`config.mk`:
```
export PLATFORM = sky130hd
export DESIGN_NAME = csr_req_master_flat
export DESIGN_NICKNAME = d
export VERILOG_FILES = /design/src/rtl/csr_req_master_if.sv /design/src/rtl/csr_req_master.sv /design/src/flat_wrapper.sv
export SDC_FILE = /design/constraint.sdc
export NUM_CORES = 1
export LEC_CHECK = 0
export CORE_ASPECT_RATIO = 0.7
export CORE_MARGIN = 2
export CORE_UTILIZATION = 32
export DETAILED_ROUTE_END_ITERATION = 12
export PLACE_DENSITY = 0.71
export SLEW_MARGIN = 20
export SYNTH_ARGS = -nofsm -noshare
export SYNTH_HDL_FRONTEND = slang
export SYNTH_SLANG_ARGS = --single-unit
```
`constraint.sdc`:
```
create_clock -name clk_i -period 4.4 [get_ports clk_i]
set_input_delay 0.44 -clock clk_i [delete_from_list [all_inputs] [get_ports clk_i]]
set_output_delay 0.44 -clock clk_i [all_outputs]
set_load 0.02 [all_outputs]
```
`src/rtl/csr_req_master_if.sv`:
```
// csr_req_master_if: host command/response and CSR-unit signals of csr_req_master.
interface csr_req_master_if;
  logic        cmd_valid_i;
  logic        cmd_ready_o;
  logic [11:0] cmd_addr_i;
  logic [31:0] cmd_data_i;
  logic [1:0]  cmd_op_i;
  logic        rsp_valid_o;
  logic        rsp_ready_i;
  logic [31:0] rsp_rdata_o;
  logic        rsp_err_o;
  logic [11:0] csr_addr_o;
  logic [31:0] csr_data_o;
  logic [1:0]  csr_op_o;
  logic        csr_we_o;
  logic [31:0] csr_data_i;
  logic [15:0] txn_cnt_o;
  modport master (
    input  cmd_valid_i, cmd_addr_i, cmd_data_i, cmd_op_i, rsp_ready_i, csr_data_i,
    output cmd_ready_o, rsp_valid_o, rsp_rdata_o, rsp_err_o,
           csr_addr_o, csr_data_o, csr_op_o, csr_we_o, txn_cnt_o
  );
  modport slave (
    output cmd_valid_i, cmd_addr_i, cmd_data_i, cmd_op_i, rsp_ready_i, csr_data_i,
    input  cmd_ready_o, rsp_valid_o, rsp_rdata_o, rsp_err_o,
           csr_addr_o, csr_data_o, csr_op_o, csr_we_o, txn_cnt_o
  );
endinterface

```
`src/rtl/csr_req_master.sv`:
```
// csr_req_master: sequences one host CSR command as read-then-optional-write and returns the old value.
// CSR_REQ_RO_CHECK_EN: when defined, needed writes to addr[11:10] == 2'b11 are rejected with rsp_err_o.
module csr_req_master (
  input logic               clk_i,
  input logic               rst_ni,
  csr_req_master_if.master  bus
);
  localparam logic [1:0] IDLE  = 2'd0;
  localparam logic [1:0] READ  = 2'd1;
  localparam logic [1:0] WRITE = 2'd2;
  localparam logic [1:0] RESP  = 2'd3;
  logic [1:0]  state_q, state_d;
  logic [11:0] addr_q, addr_d;
  logic [31:0] data_q, data_d;
  logic [1:0]  op_q, op_d;
  logic [31:0] rdata_q, rdata_d;
  logic [15:0] txn_cnt_q, txn_cnt_d;
  logic        cmd_hs, rsp_hs, wr_need, wr_rej;
  assign cmd_hs  = bus.cmd_valid_i && bus.cmd_ready_o;
  assign rsp_hs  = bus.rsp_valid_o && bus.rsp_ready_i;
  // set/clear with a zero mask and read-only ops leave the CSR untouched
  assign wr_need = (op_q == 2'b00) || (op_q != 2'b11 && data_q != '0);
`ifdef CSR_REQ_RO_CHECK_EN
  logic err_q, err_d;
  assign wr_rej        = wr_need && addr_q[11:10] == 2'b11;
  assign err_d         = (state_q == READ) ? wr_rej : err_q;
  assign bus.rsp_err_o = err_q;
  always_ff @(posedge clk_i or negedge rst_ni)
    if (!rst_ni) err_q <= 1'b0;
    else         err_q <= err_d;
`else
  assign wr_rej        = 1'b0;
  assign bus.rsp_err_o = 1'b0;
`endif
  always_comb begin
    state_d = state_q;
    case (state_q)
      IDLE:    state_d = cmd_hs ? READ : IDLE;
      READ:    state_d = (wr_need && !wr_rej) ? WRITE : RESP;
      WRITE:   state_d = RESP;
      default: state_d = rsp_hs ? IDLE : RESP;
    endcase
  end
  assign addr_d    = cmd_hs ? bus.cmd_addr_i : addr_q;
  assign data_d    = cmd_hs ? bus.cmd_data_i : data_q;
  assign op_d      = cmd_hs ? bus.cmd_op_i   : op_q;
  assign rdata_d   = (state_q == READ) ? bus.csr_data_i : rdata_q;
  assign txn_cnt_d = txn_cnt_q + 16'(rsp_hs);
  always_ff @(posedge clk_i or negedge rst_ni)
    if (!rst_ni) begin
      state_q   <= IDLE;
      addr_q    <= '0;
      data_q    <= '0;
      op_q      <= '0;
      rdata_q   <= '0;
      txn_cnt_q <= '0;
    end else begin
      state_q   <= state_d;
      addr_q    <= addr_d;
      data_q    <= data_d;
      op_q      <= op_d;
      rdata_q   <= rdata_d;
      txn_cnt_q <= txn_cnt_d;
    end
  // strobes decode straight from the state flop so reset drops them asynchronously
  assign bus.cmd_ready_o = rst_ni && state_q == IDLE;
  assign bus.rsp_valid_o = state_q == RESP;
  assign bus.csr_we_o    = state_q == WRITE;
  assign bus.rsp_rdata_o = rdata_q;
  assign bus.csr_addr_o  = addr_q;
  assign bus.csr_data_o  = data_q;
  assign bus.csr_op_o    = op_q;
  assign bus.txn_cnt_o   = txn_cnt_q;
endmodule

```
`src/flat_wrapper.sv`:
```
// flat-port wrapper written by rule: the top's interface ports become plain ports
module csr_req_master_flat 
  (clk_i, rst_ni, bus_cmd_valid_i, bus_cmd_addr_i, bus_cmd_data_i, bus_cmd_op_i, bus_rsp_ready_i, bus_csr_data_i, bus_cmd_ready_o, bus_rsp_valid_o, bus_rsp_rdata_o, bus_rsp_err_o, bus_csr_addr_o, bus_csr_data_o, bus_csr_op_o, bus_csr_we_o, bus_txn_cnt_o);
  csr_req_master_if bus_i ();
  input logic clk_i;
  input logic rst_ni;
  input wire logic [$bits(bus_i.cmd_valid_i)-1:0] bus_cmd_valid_i;
  input wire logic [$bits(bus_i.cmd_addr_i)-1:0] bus_cmd_addr_i;
  input wire logic [$bits(bus_i.cmd_data_i)-1:0] bus_cmd_data_i;
  input wire logic [$bits(bus_i.cmd_op_i)-1:0] bus_cmd_op_i;
  input wire logic [$bits(bus_i.rsp_ready_i)-1:0] bus_rsp_ready_i;
  input wire logic [$bits(bus_i.csr_data_i)-1:0] bus_csr_data_i;
  output wire logic [$bits(bus_i.cmd_ready_o)-1:0] bus_cmd_ready_o;
  output wire logic [$bits(bus_i.rsp_valid_o)-1:0] bus_rsp_valid_o;
  output wire logic [$bits(bus_i.rsp_rdata_o)-1:0] bus_rsp_rdata_o;
  output wire logic [$bits(bus_i.rsp_err_o)-1:0] bus_rsp_err_o;
  output wire logic [$bits(bus_i.csr_addr_o)-1:0] bus_csr_addr_o;
  output wire logic [$bits(bus_i.csr_data_o)-1:0] bus_csr_data_o;
  output wire logic [$bits(bus_i.csr_op_o)-1:0] bus_csr_op_o;
  output wire logic [$bits(bus_i.csr_we_o)-1:0] bus_csr_we_o;
  output wire logic [$bits(bus_i.txn_cnt_o)-1:0] bus_txn_cnt_o;
  assign bus_i.cmd_valid_i = bus_cmd_valid_i;
  assign bus_i.cmd_addr_i = bus_cmd_addr_i;
  assign bus_i.cmd_data_i = bus_cmd_data_i;
  assign bus_i.cmd_op_i = bus_cmd_op_i;
  assign bus_i.rsp_ready_i = bus_rsp_ready_i;
  assign bus_i.csr_data_i = bus_csr_data_i;
  assign bus_cmd_ready_o = bus_i.cmd_ready_o;
  assign bus_rsp_valid_o = bus_i.rsp_valid_o;
  assign bus_rsp_rdata_o = bus_i.rsp_rdata_o;
  assign bus_rsp_err_o = bus_i.rsp_err_o;
  assign bus_csr_addr_o = bus_i.csr_addr_o;
  assign bus_csr_data_o = bus_i.csr_data_o;
  assign bus_csr_op_o = bus_i.csr_op_o;
  assign bus_csr_we_o = bus_i.csr_we_o;
  assign bus_txn_cnt_o = bus_i.txn_cnt_o;
  csr_req_master u_core (.clk_i(clk_i), .rst_ni(rst_ni), .bus(bus_i));
endmodule
```
==> results of run 1 <==
## state kept, by name, summed over array words and instances (netlist names)
register	cells
u_core.bus.csr_addr_o	12
u_core.bus.csr_data_o	32
u_core.bus.csr_op_o	2
u_core.bus.rsp_rdata_o	32
u_core.bus.txn_cnt_o	16
u_core.state_q	2
## cells in the final DEF, fill, tap and decap left out
cell,n
xnor2_1,10
and2_1,3
clkinv_2,2
a32oi_1,1
conb_1,1
and3_1,2
clkbuf_8,1
nand2_1,8
nand3_2,1
nand4_1,5
clkbuf_16,9
o21a_1,1
clkdlybuf4s50_1,177
o2111ai_1,1
clkbuf_1,1
nand3_1,4
nor2_1,4
dfrtp_1,96
ha_1,7
nor4_1,8
xor2_1,4
buf_4,4
clkinvlp_4,1
and4_1,3
clkinv_4,1
bufinv_16,1
mux2_2,78
inv_1,3
and4bb_1,1
## worst max-delay path: stages, from the launching register on
cell	delay (ns)
dfrtp_1	0.42
inv_1	0.10
ha_1	0.22
and2_1	0.14
clkdlybuf4s50_1	0.60
## through the flow
step	std cells	setup slack, ns	power, W
final	595	2.146	0.004394
after global routing	595	2.056	0.004645
after CTS	595	2.103	0.004456
after detailed placement	579	2.172	0.003647
after global placement	579	2.188	0.003603
after floorplan	252	2.598	0.002587
## final cells by class
cell class	count	area (um^2)
inverter	3	11.26
clock inverter	5	56.30
multi-input combinational	142	1344
timing repair buffer	181	1802
fill	1007	5589
sequential	96	2402
tap	157	196.4
clock buffer	11	242.7
## synth_stat cells, types with 4 or more instances
cell type and number:
dfrtp_1 96, mux2_2 78, xnor2_1 10, buf_2 8, nand2_1 8, nor4_1 8
ha_1 7, nand3_1 5, nand4_1 5, nor2_1 4, xor2_1 4
## metal layers
metal  vias to the layer above  track usage, %  part of all wire [%]
met1                      1341           19.69                    45
met4                         0           4.474                   1.1
li1                       1247               -                     -
met2                       108           22.28                    45
met3                         9           6.061                   8.7
met5                         -               0                     0
## where the power goes
part           switching (W)  internal (W)  leakage, nW
Combinational       0.000934       0.00112         1.22
Clock               0.000322      0.000455        0.145
Sequential          0.000280       0.00128         1.17
Total                0.00154       0.00286         2.53
## worst max path at each step
stage / depth (start not counted) / slack, ns / endpoint / startpoint
final: 4 / 2.15 / bus_cmd_ready_o / u_core.state_q[0]$_DFF_PN0_
after floorplan: 7 / 2.60 / u_core.bus.txn_cnt_o[14]$_DFF_PN0_ / u_core.state_q[0]$_DFF_PN0_
after global routing: 4 / 2.06 / bus_cmd_ready_o / u_core.state_q[0]$_DFF_PN0_
after detailed placement: 3 / 2.17 / bus_cmd_ready_o / rst_ni
after global placement: 3 / 2.19 / bus_cmd_ready_o / rst_ni
after CTS: 4 / 2.10 / bus_cmd_ready_o / u_core.state_q[0]$_DFF_PN0_
## cell families after synthesis
| logic type | after synthesis |
|---|---|
| other cells | 1 |
| compound gates | 3 |
| flops | 96 |
| xor+xnor | 14 |
| buf+inv | 14 |
| simple gates | 39 |
| mux | 78 |
| fa+ha+maj | 7 |
==> results.md, run 1 <==
* Synth unique cells at 22
* Clk sinks at 96
* Global-route usage over all layers at 14.81%
* CTS Hold Bufs at 0
* Cell Pwr Density at 725.8 nW/um^2
* Final instance area at 6055 um^2
* Tmin final at 2.254 ns
* Simple-gate share of the synthesized area at 5.811%
* Worst-margin pin slew at 0.6592 ns
* Final wirelength at 9101 um
* Number of nets in the final layout at 522
* Arrival @ worst endpoint at 1.81 ns
* Startpoint Class: register
* Number of hold violations in the final report at 0
* Post-cts gate resize count at 0
* CP Capture Type: output pin
* Final number of setup-violating endpoints at 0
* Tcrit/Tclk final at 51.22%
* Worst-Skew Late Latency at 0.34 ns
* H-tree lvl count at 3
* Final antenna-violating net count at 0
* Post-synth top flop: dfrtp_1
* Max VDD drop at 499.0 uV
* Leading area contributor after synthesis: dfrtp_1
* Ys Warns at 0
* Initial DRC Count at 107
* Number of synthesized register bits at 96
* Syn nets at 341
* Reg2reg start: u_core.state_q[0]$_DFF_PN0_
* Initial DRT Pass Iterations at 4
* Via count at 2705
* Multiplexer share of the synthesized area at 23.05%
* Vias in the first global route at 2820
* Setup slack, reg-to-reg at 2.53 ns
* Full die area at 12810 um^2
* Post-Synth Adder-Cell Area at 2.298%
* Post-DP HPWL at 6635 um
* Post-Synth XOR/XNOR Area at 3.217%
* Largest net degree at the start of global routing at 52
* Core Util, Final at 52.00%
* FMAX at 443.7 MHz
* CTS tree: built
* CTS root buf: clkbuf_16
* Hold Slack at 0.1009 ns
* Avg Cell Area, Syn at 15.12 um^2
* Synth Instances at 252
* Core area at 11640 um^2
* Number of synthesized flops with an enable pin at 0
* Critical path data required time at 3.96 ns
* Setup TNS at 0 ns
* Diodes inserted at 0
* Final Skew at 0.004408 ns
* Post-CTS setup buffers at 0
* Routability Congestion at 0.7204
* Ratio of cells with drive above 1 in the final layout at 22.37%
* Capture point of the worst reg-to-reg path: u_core.bus.csr_data_o[5]$_DFFE_PN0P_
* Synth area leaders: dfrtp_1 63%, mux2_2 23%, ha_1 2.3%
* Grt ovf at 0
* Initial Utilization at 32.73%
* Compound-gate portion of the synthesized area at 0.6566%
* Remaining design rule violation count at 0
* Post-detailed-route wirelength per cell at 15.30 um
* Drt via density at 4.546
* FP Rows at 33
* Synthesized area at 3811 um^2
* Hold WC Path Type: input pin to async pin
* Crit Path Category: register to output pin
* Area after DPL at 5756 um^2
* Max clock buf depth at 2
* Sequential share of the synthesized area at 63.03%
* Top-level port count at 180
* Area Overhead vs Synth at 58.86%
* Initial antenna violation count at 0
* Top-area cell type share of the netlist area at 63.03%
* Clock Pin Slew Worst Setup and Hold Paths at 0.06 ns
* Final Max Tran Viols at 0
* TritonCTS Buffers at 9
* Status: finished clean
* Slew margin rel. at 56.05%
* Max cap viols at 0
* Share of synthesized registers carrying an async set or reset at 100.0%
* Leakage at 2.534 nW
* DIE WIDTH at 134.4 um
* IO buf count at 178
* Unrepaired setup endpoints after global routing: false
* Largest family of logic cells by synthesized area: multiplexers
* Worst r2r path cells at 5
* Max FO, Critical Path at 4
* Die height at 95.31 um
* Global-route wire length before repair at 14770 um
No activity file was read; power rests on OpenSTA's default activity.
==> run 2: changes to the inputs <==
==> constraint.sdc (replaced) <==
create_clock -name clk_i -period 2.3 [get_ports clk_i]
set_input_delay 0.23 -clock clk_i [delete_from_list [all_inputs] [get_ports clk_i]]
set_output_delay 0.23 -clock clk_i [all_outputs]
set_load 0.02 [all_outputs]
==> results.md, run 2 (synthesized netlist as in run 1, its figures left out) <==
* Status: finished clean
* Initial DRT Pass Iterations at 4 (unchanged)
* Int Pwr at 0.005369 W (+88%)
* Post-cts gate resize count at 0 (unchanged)
* Worst r2r path cells at 7 (+2)
* IO buf count at 178 (unchanged)
* Reg2reg start: u_core.state_q[0]$_DFF_PN0_
* Max FO, Critical Path at 25 (+21)
* DIE WIDTH at 134.4 um (unchanged)
* Leakage at 2.534 nW (about the same)
* Slowest library cell on the worst path: clkdlybuf4s50_1
* Crit path buffers/inverters at 3 (+1)
* Final antenna-violating net count at 0 (unchanged)
* # fillers at 1001 (-0.60%)
* Slew margin rel. at 39.14% (-17 points)
* Max cap viols at 0 (unchanged)
* Grt ovf at 0 (unchanged)
* Commonest cells after routing, fill and taps aside: 177 x clkdlybuf4s50_1, 96 x dfrtp_1, 78 x mux2_2
* Hold WC Path Type: input pin to async pin
* Routability Congestion at 0.7471 (+3.7%)
* Final Skew at 0.009292 ns (+0.004884 ns)
* Area Overhead vs Synth at 59.00% (about the same)
* NetSw at 0.002948 W (+92%)
* H-tree lvl count at 3 (unchanged)
* Ratio of cells with drive above 1 in the final layout at 22.55% (+0.18 points)
* Critical path data required time at 2.07 ns (-1.89 ns)
* Arrival @ worst endpoint at 1.90 ns (+0.09 ns)
* Global-route usage over all layers at 14.44% (-0.37 points)
* Post-DP HPWL at 6531 um (-1.6%)
* Worst-Skew Late Latency at 0.34 ns (about the same)
* Tmin final at 2.133 ns
* Drt via density at 4.552 (+0.13%)
* Worst-margin pin slew at 0.9129 ns (+0.2537 ns)
* Setup slack, reg-to-reg at 0.47 ns (-2.06 ns)
* Setup TNS at 0 ns (unchanged)
* CTS tree: built
* Largest net degree at the start of global routing at 75 (+44%)
* FP Rows at 33 (unchanged)
* Crit-path cells: dlygate4sd3_1 -> buf_4 -> and2_1 -> clkdlybuf4s50_1
* Startpoint Class: input pin
* Clk sinks at 96 (unchanged)
* Cell Pwr Density at 1372 nW/um^2 (+89%)
* Initial DRC Count at 84 (-21%)
* Initial Utilization at 32.73% (unchanged)
* Hold Slack at 0.3569 ns (+0.2560 ns)
* Tcrit/Tclk final at 92.72%
* Final Max Tran Viols at 0 (unchanged)
* Stages on worst setup path at 4 (unchanged)
* Final number of setup-violating endpoints at 0 (unchanged)
* Register area at 2402 um^2 (unchanged)
* Comb pwr share at 47.4% (+0.6 points)
* Via count at 2713 (+0.30%)
* TritonCTS Buffers at 9 (unchanged)
* Sw Share at 35.44% (+0.50 points)
* Number of hold violations in the final report at 0 (unchanged)
* CP Capture Type: output pin
* Diodes inserted at 0 (unchanged)
* Seq pwr share at 35.7% (+0.2 points)
* Clock Pin Slew Worst Setup and Hold Paths at 0.06 ns (about the same)
* Core area at 11640 um^2 (unchanged)
* Critical Path Max Stage Delay at 0.63 ns (+0.03 ns)
* CTS root buf: clkbuf_16
* Die height at 95.31 um (unchanged)
* Max clock buf depth at 2 (unchanged)
* Delay-heaviest family, CP: buffers and inverters
* Capture point of the worst reg-to-reg path: u_core.bus.txn_cnt_o[12]$_DFF_PN0_
* Top-level port count at 180 (unchanged)
* Vias in the first global route at 2842 (+0.78%)
* Number of nets in the final layout at 523 (+0.19%)
* FMAX at 468.9 MHz
* Multi-input logic area at 1344 um^2 (unchanged)
* Unrepaired setup endpoints after global routing: false
* Commonest non-fill, non-tap cell in the layout: clkdlybuf4s50_1
* Global-route wire length before repair at 14370 um (-2.8%)
* Remaining design rule violation count at 0 (unchanged)
* Full die area at 12810 um^2 (unchanged)
* Crit Path Category: input pin to output pin
* Setup WS pre-CTS at 0.3752 ns (-1.797 ns)
* Final WS setup at 0.1674 ns (-1.979 ns)
* Max VDD drop at 738.6 uV (+48%)
* Final wirelength at 9013 um (-0.97%)
* Clk pwr share at 16.9% (-0.8 points)
* Post-detailed-route wirelength per cell at 15.12 um (-1.1%)
* Initial antenna violation count at 0 (unchanged)
## run 2: metrics by stage
step / cell area [um^2] / utilization (%) / instances / total power [W]
after CTS: 6060 / 52.04 / 596 / 0.008434
final: 6060 / 52.04 / 596 / 0.008316
after detailed placement: 5768 / 49.54 / 579 / 0.006972
after global placement: 5768 / 49.54 / 579 / 0.006886
after floorplan: 3811 / - / 252 / 0.004950
after global routing: 6060 / 52.04 / 596 / 0.008789
## run 2: layer usage
layer  global-route usage, %  part of all wire (%)  vias up  wire (um)
li1                        -                     -     1256          -
met1                   18.74                    45     1335       4070
met2                   22.36                    45      113       4062
met3                   6.220                   8.8        9        790
met4                   3.684                  0.99        0         89
met5                       0                     0        -          0
## run 2: cell type report
type | instances | area share (%)
clock inverters | 6 | 0.7020
multi-input cells | 142 | 22.18
flip-flops and latches | 96 | 39.64
well taps | 157 | 3.242
inverters | 3 | 0.1858
repair buffers | 182 | 30.11
clock buffers | 10 | 3.944
## run 2: how the worst max path moves through the flow
| stage | endpoint | slack, ns | from |
|---|---|---|---|
| after CTS | bus_cmd_ready_o | 0.11 | rst_ni |
| after detailed placement | u_core.bus.txn_cnt_o[12]$_DFF_PN0_ | 0.38 | bus_rsp_ready_i |
| final | bus_cmd_ready_o | 0.17 | rst_ni |
| after global routing | bus_cmd_ready_o | 0.05 | rst_ni |
| after floorplan | u_core.bus.txn_cnt_o[14]$_DFF_PN0_ | 0.50 | u_core.state_q[0]$_DFF_PN0_ |
| after global placement | u_core.bus.txn_cnt_o[12]$_DFF_PN0_ | 0.41 | bus_rsp_ready_i |
## run 2: timing repair
action / 4_1_cts / 5_1_grt
buffers inserted: 0 / 0
hold buffers: 1 / 0
endpoints found under the hold margin: 22 / 0
## run 2: power by group through the flow
stage | logic (W) | clock network, W | registers (W)
2_1_floorplan | 0.00111 | 0 | 0.00384
3_3_place_gp | 0.00393 | 0 | 0.00296
3_5_place_dp | 0.00397 | 0 | 0.00300
4_1_cts | 0.00399 | 0.00146 | 0.00298
5_1_grt | 0.00417 | 0.00154 | 0.00308
6_report | 0.00394 | 0.00141 | 0.00297
